File: src/rtl/sel_sequencer.sv
// Channel-select scan sequencer that dwells on each channel and drives a 3-to-8 decoder index.
// Optional build macro SEL_SEQ_SKIP_EN: honour the channel mask (skip disabled channels, reject empty mask).
module sel_sequencer #(
  parameter int unsigned DWELL_W = 8
) (
  input  logic               clk,
  input  logic               rst,
  input  logic               start,
  input  logic               stop,
  input  logic               pause,
  input  logic               cont,
  input  logic [7:0]         mask,
  input  logic [DWELL_W-1:0] dwell,
  output logic [2:0]         sel,
  output logic               sel_valid,
  output logic               busy,
  output logic               done,
  output logic               err
);

  localparam int unsigned NCH = 8;

  typedef enum logic [0:0] {
    S_IDLE  = 1'b0,
    S_DWELL = 1'b1
  } state_t;

  state_t             state_q, state_d;
  logic [2:0]         sel_q, sel_d;
  logic [DWELL_W-1:0] cnt_q, cnt_d;
  logic [NCH-1:0]     mask_q, mask_d;
  logic [DWELL_W-1:0] dwell_q, dwell_d;
  logic               cont_q, cont_d;
  logic               active_q, active_d;
  logic               done_q, done_d;
  logic               err_q, err_d;

  logic [NCH-1:0]     start_mask_c;
  logic               start_ok_c;

  // Lowest enabled channel index in m (0 when m is empty).
  function automatic logic [2:0] lowest(input logic [NCH-1:0] m);
    lowest = 3'd0;
    for (int i = NCH - 1; i >= 0; i--) begin
      if (m[i]) lowest = 3'(i);
    end
  endfunction

  // True when some enabled channel lies strictly above s.
  function automatic logic has_above(input logic [NCH-1:0] m, input logic [2:0] s);
    has_above = 1'b0;
    for (int i = 0; i < NCH; i++) begin
      if (m[i] && (i > int'(s))) has_above = 1'b1;
    end
  endfunction

  // Nearest enabled channel strictly above s (s itself if none).
  function automatic logic [2:0] next_above(input logic [NCH-1:0] m, input logic [2:0] s);
    next_above = s;
    for (int i = NCH - 1; i >= 0; i--) begin
      if (m[i] && (i > int'(s))) next_above = 3'(i);
    end
  endfunction

`ifdef SEL_SEQ_SKIP_EN
  assign start_mask_c = mask;
  assign start_ok_c   = |mask;
`else
  logic unused_mask;
  assign unused_mask  = ^mask;
  assign start_mask_c = {NCH{1'b1}};
  assign start_ok_c   = 1'b1;
`endif

  // Next-state and registered-output logic.
  always_comb begin
    state_d = state_q;
    sel_d   = sel_q;
    cnt_d   = cnt_q;
    mask_d  = mask_q;
    dwell_d = dwell_q;
    cont_d  = cont_q;
    err_d   = 1'b0;

    case (state_q)
      S_IDLE: begin
        sel_d = 3'd0;
        if (start && !stop) begin
          if (start_ok_c) begin
            mask_d  = start_mask_c;
            dwell_d = dwell;
            cont_d  = cont;
            sel_d   = lowest(start_mask_c);
            cnt_d   = dwell;
            state_d = S_DWELL;
          end else begin
            err_d = 1'b1;
          end
        end
      end

      S_DWELL: begin
        if (stop) begin
          state_d = S_IDLE;
          sel_d   = 3'd0;
          cnt_d   = '0;
        end else if (!pause) begin
          if (cnt_q != '0) begin
            cnt_d = cnt_q - DWELL_W'(1);
          end else if (has_above(mask_q, sel_q)) begin
            sel_d = next_above(mask_q, sel_q);
            cnt_d = dwell_q;
          end else if (cont_q) begin
            sel_d = lowest(mask_q);
            cnt_d = dwell_q;
          end else begin
            state_d = S_IDLE;
            sel_d   = 3'd0;
            cnt_d   = '0;
          end
        end
      end

      default: begin
        state_d = S_IDLE;
        sel_d   = 3'd0;
        cnt_d   = '0;
      end
    endcase

    active_d = (state_d == S_DWELL);
    // done marks the final count of the last enabled channel, i.e. the cycle the scan wraps
    done_d   = active_d && (cnt_d == '0) && !has_above(mask_d, sel_d);
  end

  always_ff @(posedge clk) begin
    if (rst) begin
      state_q  <= S_IDLE;
      sel_q    <= 3'd0;
      cnt_q    <= '0;
      mask_q   <= '0;
      dwell_q  <= '0;
      cont_q   <= 1'b0;
      active_q <= 1'b0;
      done_q   <= 1'b0;
      err_q    <= 1'b0;
    end else begin
      state_q  <= state_d;
      sel_q    <= sel_d;
      cnt_q    <= cnt_d;
      mask_q   <= mask_d;
      dwell_q  <= dwell_d;
      cont_q   <= cont_d;
      active_q <= active_d;
      done_q   <= done_d;
      err_q    <= err_d;
    end
  end

  assign sel       = sel_q;
  assign sel_valid = active_q;
  assign busy      = active_q;
  assign done      = done_q;
  assign err       = err_q;

endmodule

File: config.mk
export PLATFORM = sky130hd
export DESIGN_NAME = sel_sequencer
export DESIGN_NICKNAME = d
export VERILOG_FILES = /design/src/rtl/sel_sequencer.sv
export SDC_FILE = /design/constraint.sdc
export NUM_CORES = 1
export LEC_CHECK = 0
export ABC_AREA = 0
export CAP_MARGIN = 20
export CORE_UTILIZATION = 48
export CTS_BUF_LIST = sky130_fd_sc_hd__clkbuf_16
export DETAILED_ROUTE_END_ITERATION = 10
export GPL_ROUTABILITY_DRIVEN = 0
export PLACE_DENSITY = 0.75
export REMOVE_ABC_BUFFERS = 1
export SYNTH_ARGS = -nofsm -noshare
export SYNTH_HDL_FRONTEND = slang
export SYNTH_SLANG_ARGS = --single-unit
File: constraint.sdc
create_clock -name clk -period 2.55 [get_ports clk]
set_input_delay 0.51 -clock clk [delete_from_list [all_inputs] [get_ports clk]]
set_output_delay 0.51 -clock clk [all_outputs]
set_load 0.05 [all_outputs]
=== Word-level counts from Yosys, hierarchy flattened ===
Cells that the tools add are included.

* $mul: 0
* Multiplexer cells: 55
* Equal/unequal tests: 0
* Shifts and indexed selects: 0
* Reduce and logical (&&, ||, !) cells: 22
* Divide/modulo/power cells: 0
* Magnitude comparators: 14
* Add/sub/neg operators: 1
* Bitwise gates (word level): 1

{| class="wikitable"
|+ Operators with widths
! cell !! number
|-
| $mux 8 || 8
|-
| $mux 3 || 20
|-
| $gt 3x3->1 const A || 8
|-
| $mux 1 || 24
|-
| $logic_and 1x1->1 || 17
|-
| $pmux 8 s2 || 1
|-
| $gt 2x3->1 const A || 4
|-
| $logic_not 8->1 || 1
|-
| $reduce_bool 8->1 || 1
|-
| $sub 8x1->8 const B || 1
|-
| $gt 1x3->1 const A || 2
|-
| $pmux 3 s2 || 1
|-
| $logic_not 1->1 || 2
|-
| $pmux 1 s2 || 1
|-
| $reduce_and 2->1 || 1
|-
| $not 1->1 || 1
|}

* Flip-flop bits (word level): 30
* Latch bits: 0
* Memories: 0
* Word-level logic and storage cells: 101
* RAM bits: 0
* Bits in read-only memories: 0

=== Longest topological paths before layout ===
Gate-level depths: netlist of the first run.

* Word-level depth: 29
* Depth in mapped cells: 10
* Gate-level depth less buffers: 10

=== Worst setup path after synthesis of the first run ===
OpenSTA, ideal clock, no wires.

* Kind: flip-flop to flip-flop
* Start point: reg sel_q[0], in the netlist sel[0]
* End point: reg done_q, in the netlist done
* Library setup time: 88 ps
* Data arrival time: 2581 ps
* Path slack: -119 ps
* Cell stages (with the launch flop): 10
* Path through: dfxtp_1 buf_2 nand2b_1 a31oi_1 or2_2 o31a_1 a21oi_1 o31ai_1 or4_1 nor4_2

* Longest elaborated chain between the ends: 29

{| class="wikitable"
|+ RTL lines
! what !! line !! RTL
|-
| start, declared || 29 || <nowiki>logic [2:0] sel_q, sel_d;</nowiki>
|-
| start signal, assigned || 149 || <nowiki>sel_q <= sel_d;</nowiki>
|-
| $gt 1x3->1 || 53, 61 ||
|-
| $logic_and 1x1->1 || 53, 61 ||
|-
| $mux 1 (7 in series) || 53 || <nowiki>if (m[i] && (i > int'(s))) has_above = 1'b1;</nowiki>
|-
| $mux 1 || 108 || <nowiki>if (cnt_q != '0) begin</nowiki>
|-
| $mux 1 || 107 || <nowiki>end else if (!pause) begin</nowiki>
|-
| $mux 1 || 103 || <nowiki>if (stop) begin</nowiki>
|-
| $mux 1 || 85 || <nowiki>case (state_q)</nowiki>
|-
| $mux 3 || 110 || <nowiki>end else if (has_above(mask_q, sel_q)) begin</nowiki>
|-
| $mux 3 || 108 ||
|-
| $mux 3 || 107 ||
|-
| $mux 3 || 103 ||
|-
| $pmux 3 s2 || 85 ||
|-
| $gt 1x3->1 || 53 ||
|-
| $logic_and 1x1->1 || 53 ||
|-
| $mux 1 (7 in series) || 53 ||
|-
| $logic_not 1->1 || 133 || <nowiki>done_d = active_d && (cnt_d == '0) && !has_above(mask_d, sel_d);</nowiki>
|-
| $logic_and 1x1->1 (*) || 133 ||
|-
| end signal, assigned || 155 || <nowiki>done_q <= done_d;</nowiki>
|-
| end, declared || 35 || <nowiki>logic done_q, done_d;</nowiki>
|}

Every way passes the cells marked *; elsewhere a longest branch is shown, timed or not. The select of a mux whose other input is x is not followed.
A chain may end at the register's enable or synchronous reset.

=== Final worst setup path of the first run ===
* Start point: reg cnt_q[0]
* End point: reg done_q, in the netlist done

* Longest elaborated chain between the ends: 16

{| class="wikitable"
|+ RTL lines
! what !! line !! RTL
|-
| start, declared || 30 || <nowiki>logic [DWELL_W-1:0] cnt_q, cnt_d;</nowiki>
|-
| start signal, assigned || 150 || <nowiki>cnt_q <= cnt_d;</nowiki>
|-
| $reduce_bool 8->1 || 108 ||
|-
| $mux 3 || 108 ||
|-
| $mux 3 || 107 ||
|-
| $mux 3 || 103 ||
|-
| $pmux 3 s2 || 85 ||
|-
| $gt 1x3->1 || 53 ||
|-
| $logic_and 1x1->1 || 53 ||
|-
| $mux 1 (7 in series) || 53 ||
|-
| $logic_not 1->1 || 133 ||
|-
| $logic_and 1x1->1 (*) || 133 ||
|}

Every way passes the cells marked *; elsewhere a longest branch is shown, timed or not.

==> summary.md, run 1 <==
| Metric | Value |
|---|---|
| Worst-path fanout max | `6` |
| DRT iter0 DRCs | `195` |
| Initial antenna violation count | `0` |
| Die Wd | `64.1 um` |
| VDD IR-drop max | `0.000498 V` |
| CP Data Required Time | `between 2 and 3 ns` |
| Seq cells post-synth | `30` |
| Dpl hpwl | `3.61 mm` |
| Violated checks | `negative setup slack` |
| Slew Limit Fails | `0` |
| Core Region | `0.00369 mm^2` |
| Status | `finished, violations left` |
| FF-to-FF setup slack | `-0.03 ns` |
| Clk buf depth | `2` |
| Mapped Cells | `255` |
| Final Cycle Share | `101%` |
| Ys flop type | `dfxtp_1` |
| Post-route cell area | `0.00251 mm^2` |
| Slowest stage delay, CP | `0.49 ns` |
| R2r endpoint | `done` |
| Total GRT Usage | `27.0%` |
| Crit. Startpoint | `cnt_q[0]` |
| Yosys top cell area share | `32.5%` |
| Top cells by area, synth | `dfxtp_1 (32%), nor2_1 (8.5%), a21oi_1 (7.8%), nand2_1 (5.9%), nor2b_1 (3.4%)` |
| Later-pin clock latency in the skew report | `about 0.28 ns` |
| Setup_tns | `-0.0251 ns` |
| Syn. warnings | `0` |
| Hold-fix buffers, CTS | `0` |
| Share of synthesized registers carrying an async set or reset | `0%` |
| WL/cell | `between 15 and 20 um` |
| Total vias in the final route | `2066` |
| Largest delay share family, worst path | `simple AND/OR/NAND/NOR gates` |
| CP Depth | `12` |
| Max Cap Viol | `0` |
| Layout cells sized above 1 | `22.7%` |
| CP endpoint kind | `register` |
| Global-route wire length before repair | `approximately 8.5 mm` |
| Headroom to the max-slew limit | `56.5%` |
| Worst Path Arrival | `around 2.7 ns` |
| Max stage delay cell, worst path | `or4b_4` |
| Clock Root Buffer | `clkbuf_16` |
| PD cells | `about 610 mW/mm^2` |
| CTS sink cnt | `30` |
| Placed insts | `333` |
| Netlist cell types | `54` |
| DP Worst Slack | `-0.0464 ns` |
| FMAX | `388 MHz` |
| Final setup margin | `-0.0251 ns` |
| Post-DRT Antenna Nets | `0` |
| CTS tree | `built` |
| Hold slack | `around 0.46 ns` |
| Fill cell count | `321` |
| Worst slew pin tran | `between 0.6 and 0.7 ns` |
| Capture point of the worst path | `done` |
| Aggregate routed wire length | `5.36 mm` |
| Min Tclk post-route | `2.58 ns` |
| Reg2Reg Depth | `12` |
| Largest net degree at the start of global routing | `20` |
| Sum of buffers and inverters on the critical path | `4` |
| Non-Filler Instances | `348` |
| Num rows | `22` |
| Vias in the first global route | `1788` |
| Layout Area Growth over Synthesis | `35.6%` |
| Final Skew | `0.00404 ns` |
| Final Util | `68.0%` |
| Endpoints failing hold | `0` |
| DRC violations left | `0` |
| Initial cell density of the core | `50.2%` |
| Die area | `0.00411 mm^2` |
| Fin nets | `322` |
| Inserted Clock Buffers | `5` |
| Chip Height | `64.1 um` |
| Clock transition at path regs | `roughly 0.050 ns` |
| Critical-path cell list | `inv_2 -> ha_4 -> or4b_4 -> buf_6 -> nor2_4 -> buf_6 -> o31a_1 -> buf_6 -> a31oi_1 -> a211o_1 -> nand4_1 -> nor4_4` |
| Grt total ovfl | `0` |
| Setup violators final | `1` |
| Via density | `5.94` |
| Synth area leader | `dfxtp_1` |
| Post-synth EDFFs | `0` |
| Worst reg2reg path startpoint | `cnt_q[0]` |
| Syn avg cell area | `7.26 um^2` |
| Ports | `29` |
| RSZ-0062 raised after global routing | `yes` |
| CP dominant cell by count | `buf_6` |
| Pwr Total | `1.54 mW` |
| H-tree Lvls | `2` |
| Lkg Pwr | `0.987 nW` |
| Placed cell area | `0.00223 mm^2` |
| Sequential area share after synthesis | `32.5%` |
| Cell Area, Synth | `0.00185 mm^2` |
| # diodes | `0` |
| Critical path launch point type | `register` |
| Setup CP Type | `register to register` |
| Pre-Repair DR Iteration Count | `4` |
| PortBufs | `19` |
| Hold Path Class | `register to register` |
[worst reg2reg max path, stage by stage, from the launching register on]
cell and delay, ns:
dfxtp_2 0.32, inv_2 0.06, ha_4 0.14, or4b_4 0.49, buf_6 0.15, nor2_4 0.09
buf_6 0.14, o31a_1 0.31, buf_6 0.16, a31oi_1 0.08, a211o_1 0.31, nand4_1 0.14
nor4_4 0.07
[metal layers]
metal / track usage [%] / wire length, um
met2: 41.4 / 2490
met3: 5.71 / 339
met4: 11.1 / 125
met1: 36.6 / 2400
met5: 0 / 0
[sequential cells by signal, summed over array words and instances, names as in the netlist]
signal,flops
dwell_q,8
sel,3
cnt_q,8
mask_q,8
cont_q,1
busy,1
done,1
[logic make-up after synthesis]
logic type / Yosys count / share of synthesized area (%)
AO/OA/AOI/OAI: 79 / 28.2
adder cells (fa/ha/maj): 1 / 0.676
buffers and inverters: 23 / 5.27
flip-flops: 30 / 32.5
multiplexers: 4 / 2.23
other: 1 / 0.203
AND/OR/NAND/NOR: 117 / 31.0
[layout make-up]
class	count	area, um^2	area share (%)
Tap cell	48	60.1	2.39
Clock inverter	3	16.3	0.648
Inverter	7	26.3	1.05
Clock buffer	5	125	4.99
Sequential cell	30	606	24.1
Multi-Input combinational cell	202	1220	48.6
Timing Repair Buffer	53	457	18.2
[cell usage after synthesis (3+ instances only)]
master / instances
o31ai_1: 3
mux2i_1: 3
dfxtp_1: 30
nor2b_1: 10
o21ai_0: 10
a31oi_1: 3
or3_1: 5
nand3_1: 3
clkbuf_1: 10
nor2_1: 42
a21oi_1: 29
buf_2: 3
inv_1: 7
or2_2: 4
nand2b_1: 6
nor3_1: 5
o211ai_1: 3
nand4_1: 3
nand2_1: 29
a32oi_1: 3
[report_power, final]
group	total, mW	switching (mW)	internal [mW]	leakage, nW
Sequential	0.528	0.0327	0.495	0.247
Combinational	0.440	0.230	0.210	0.673
Clock	0.569	0.213	0.355	0.0672
Total	1.54	0.476	1.06	0.987
[cell usage in the layout, fill, tap and decap left out, drive strengths merged, types with 2 or more instances in the layout]
| cell | Yosys | final |
|---|---|---|
| a211o | 2 | 2 |
| a21o | 2 | 2 |
| a21oi | 30 | 30 |
| a2bb2oi | 2 | 2 |
| a311oi | 2 | 2 |
| a31oi | 3 | 3 |
| a32oi | 3 | 3 |
| buf | 6 | 34 |
| clkbuf | 10 | 5 |
| clkdlybuf4s50 | 0 | 19 |
| clkinv | 0 | 2 |
| dfxtp | 30 | 30 |
| inv | 7 | 7 |
| mux2i | 3 | 3 |
| nand2 | 30 | 30 |
| nand2b | 6 | 6 |
| nand3 | 3 | 3 |
| nand4 | 3 | 3 |
| nor2 | 44 | 44 |
| nor2b | 10 | 10 |
| nor3 | 6 | 6 |
| nor4 | 2 | 2 |
| o2111ai | 2 | 2 |
| o211ai | 3 | 3 |
| o21ai | 11 | 11 |
| o22ai | 2 | 2 |
| o31ai | 3 | 3 |
| o32ai | 2 | 2 |
| o41a | 2 | 2 |
| or2 | 4 | 4 |
| or3 | 5 | 5 |
[how the worst min path moves through the flow]
stage / from / endpoint / depth (start not counted)
final: dwell_q[2] / dwell_q[2] / 2
after global routing: dwell_q[1] / dwell_q[1] / 2
after CTS: dwell_q[2] / dwell_q[2] / 2
after detailed placement: dwell_q[2] / dwell_q[2] / 2
after global placement: mask_q[0] / mask_q[0] / 2
after floorplan: dwell_q[2] / dwell_q[2] / 2
[repair_timing]
action,4_1_cts,5_1_grt
gates cloned,0,0
pin swaps,9,5
resized for setup,14,8
setup endpoints to repair,1,1
setup buffers,5,2
Power figures use the tool's default switching activity.
==> run 2, diff against run 1 <==
--- a/config.mk
+++ b/config.mk
@@ -6,6 +6,7 @@
 export NUM_CORES = 1
 export LEC_CHECK = 0
 export ABC_AREA = 0
+export ABC_CLOCK_PERIOD_IN_PS = 2550
 export CAP_MARGIN = 20
 export CORE_UTILIZATION = 48
 export CTS_BUF_LIST = sky130_fd_sc_hd__clkbuf_16
==> results of run 2 <==
Final layout, timing and power as in run 1 (identical DEF).
==> RTL edit, RTL diff (flow settings as in run 1) <==
The option `SEL_SEQ_SKIP_EN` is turned on by a define.
--- a/src/rtl/sel_sequencer.sv
+++ b/src/rtl/sel_sequencer.sv
@@ -1,4 +1,6 @@
 // Channel-select scan sequencer that dwells on each channel and drives a 3-to-8 decoder index.
 // Optional build macro SEL_SEQ_SKIP_EN: honour the channel mask (skip disabled channels, reject empty mask).
+`define SEL_SEQ_SKIP_EN
+
 module sel_sequencer #(
   parameter int unsigned DWELL_W = 8
Check against the original RTL: not equivalent (a bounded check fails within 4 cycles, from zero or initial values and one cycle with rst high).
==> RTL edit against run 1 <==
  * Cell area is 22% higher
  * Highest routed layer unchanged
  * The run still ends with setup timing left
  * Worst setup slack got worse by 0.10 ns
  * Area after synthesis grew 7.2%
  * Sequential cell count rose by 1
  * Wire length grew 38%
  * Power is 1.7% higher
  * Clock skew is essentially flat
  * Cell count rose by 19%
==> RTL edit: results (changes against run 1) <==
Non-Clock Buffer Area Fraction: 0.284 (+0.102)
Distinct cell type count after synthesis: 59 (+9.3%)
R2R depth: 11 (-1)
Met2 global-route usage: 0.501 (+0.0877)
Most common library cells after synthesis: nand2_1, dfxtp_1, nor2_1
Synth area leaders: dfxtp_1, a21oi_1, nand2_1
Nets: 387 (+20%)
Final worst slack: -0.129 ns (-0.104 ns)
Met1 Use GR: 0.466 (+0.100)
Met2 WL: 3.18 mm (+27%)
# resized after CTS: 33 (+19)
Post-DP HPWL: 4.89 mm (+35%)
Finish-stage setup viols: 1 (unchanged)
Mean post-synth cell area: 7.52 µm² (+3.6%)
DR WL/cell: 17.8 µm (+16%)
Static leakage: 0.00125 µW (+27%)
GR Layer Usage met3: 0.0845 (+0.0273)
Area of the multi-input gates: 0.00135 mm² (+11%)
Layout cells sized above 1: 0.324 (+0.0975)
Failing checks: setup timing
Sequential share of the synthesized area: 0.313 (-0.0118)
Filler cell count in the final layout: 275 (-14%)
Outcome: complete, but fails checks
Gr usage total: 0.340 (+0.0705)
Peak supply drop: 0.301 mV (-40%)
Pre-antenna DRT Iters: 7 (+3)
Clock buf/inv share: 0.0437 (-0.0126)
Setup bufs post-CTS: 1 (-4)
Pin count of the biggest net entering global routing: 30 (+50%)
## RTL edit: cell count changes after synthesis, moves of 4 or more
cell	run 1	this run
nor2_1	42	28
a22oi_1	0	7
nor3_1	5	12
a21oi_1	29	25
nand2_1	29	33
or3_1	5	1
## RTL edit: critical path: stages
cell	delay (ns)
buf_6	0.09
or4_4	0.54
o211a_4	0.27
nor2b_4	0.14
buf_4	0.18
a32oi_1	0.15
o311ai_0	0.22
nor3_1	0.29
nand4b_1	0.19
a2111oi_4	0.28
## RTL edit: metrics by stage
stage	setup TNS [ns]	cells	hold WS, ns	utilization	setup slack [ns]
3_3_place_gp	-1.88	403	0.440	0.714	-0.668
4_1_cts	-0.0775	411	0.453	0.748	-0.0775
3_5_place_dp	-2.28	403	0.446	0.714	-0.712
2_1_floorplan	-5.41	249	0.425	-	-1.29
5_1_grt	-0.268	414	0.480	0.771	-0.192
6_report	-0.129	414	0.458	0.771	-0.129
## RTL edit: final timing paths
path | start | endpoint | slack (ns)
setup / recovery | mask[6] | done | -0.13
hold / removal | dwell_q[6] | dwell_q[6] | 0.46
setup reg to reg | mask_q[3] | done | -0.04
hold reg to reg | dwell_q[6] | dwell_q[6] | 0.46
## RTL edit: cells by family after synthesis
group,share of synthesized area
AOI/OAI and AO/OA,0.308
and+or+nand+nor,0.309
DFF,0.313
adders and majority gates,0.00630
buffers and inverters,0.0454
xor gates and xnor gates,0.00883
muxes,0.0101
## RTL edit: where the power goes
part / switching (µW) / total (µW) / internal, µW / leakage, µW
registers: 21.4 / 529 / 507 / 0.000253
logic: 240 / 476 / 236 / 0.000932
clock network: 208 / 558 / 350 / 0.0000671
total: 469 / 1560 / 1090 / 0.00125
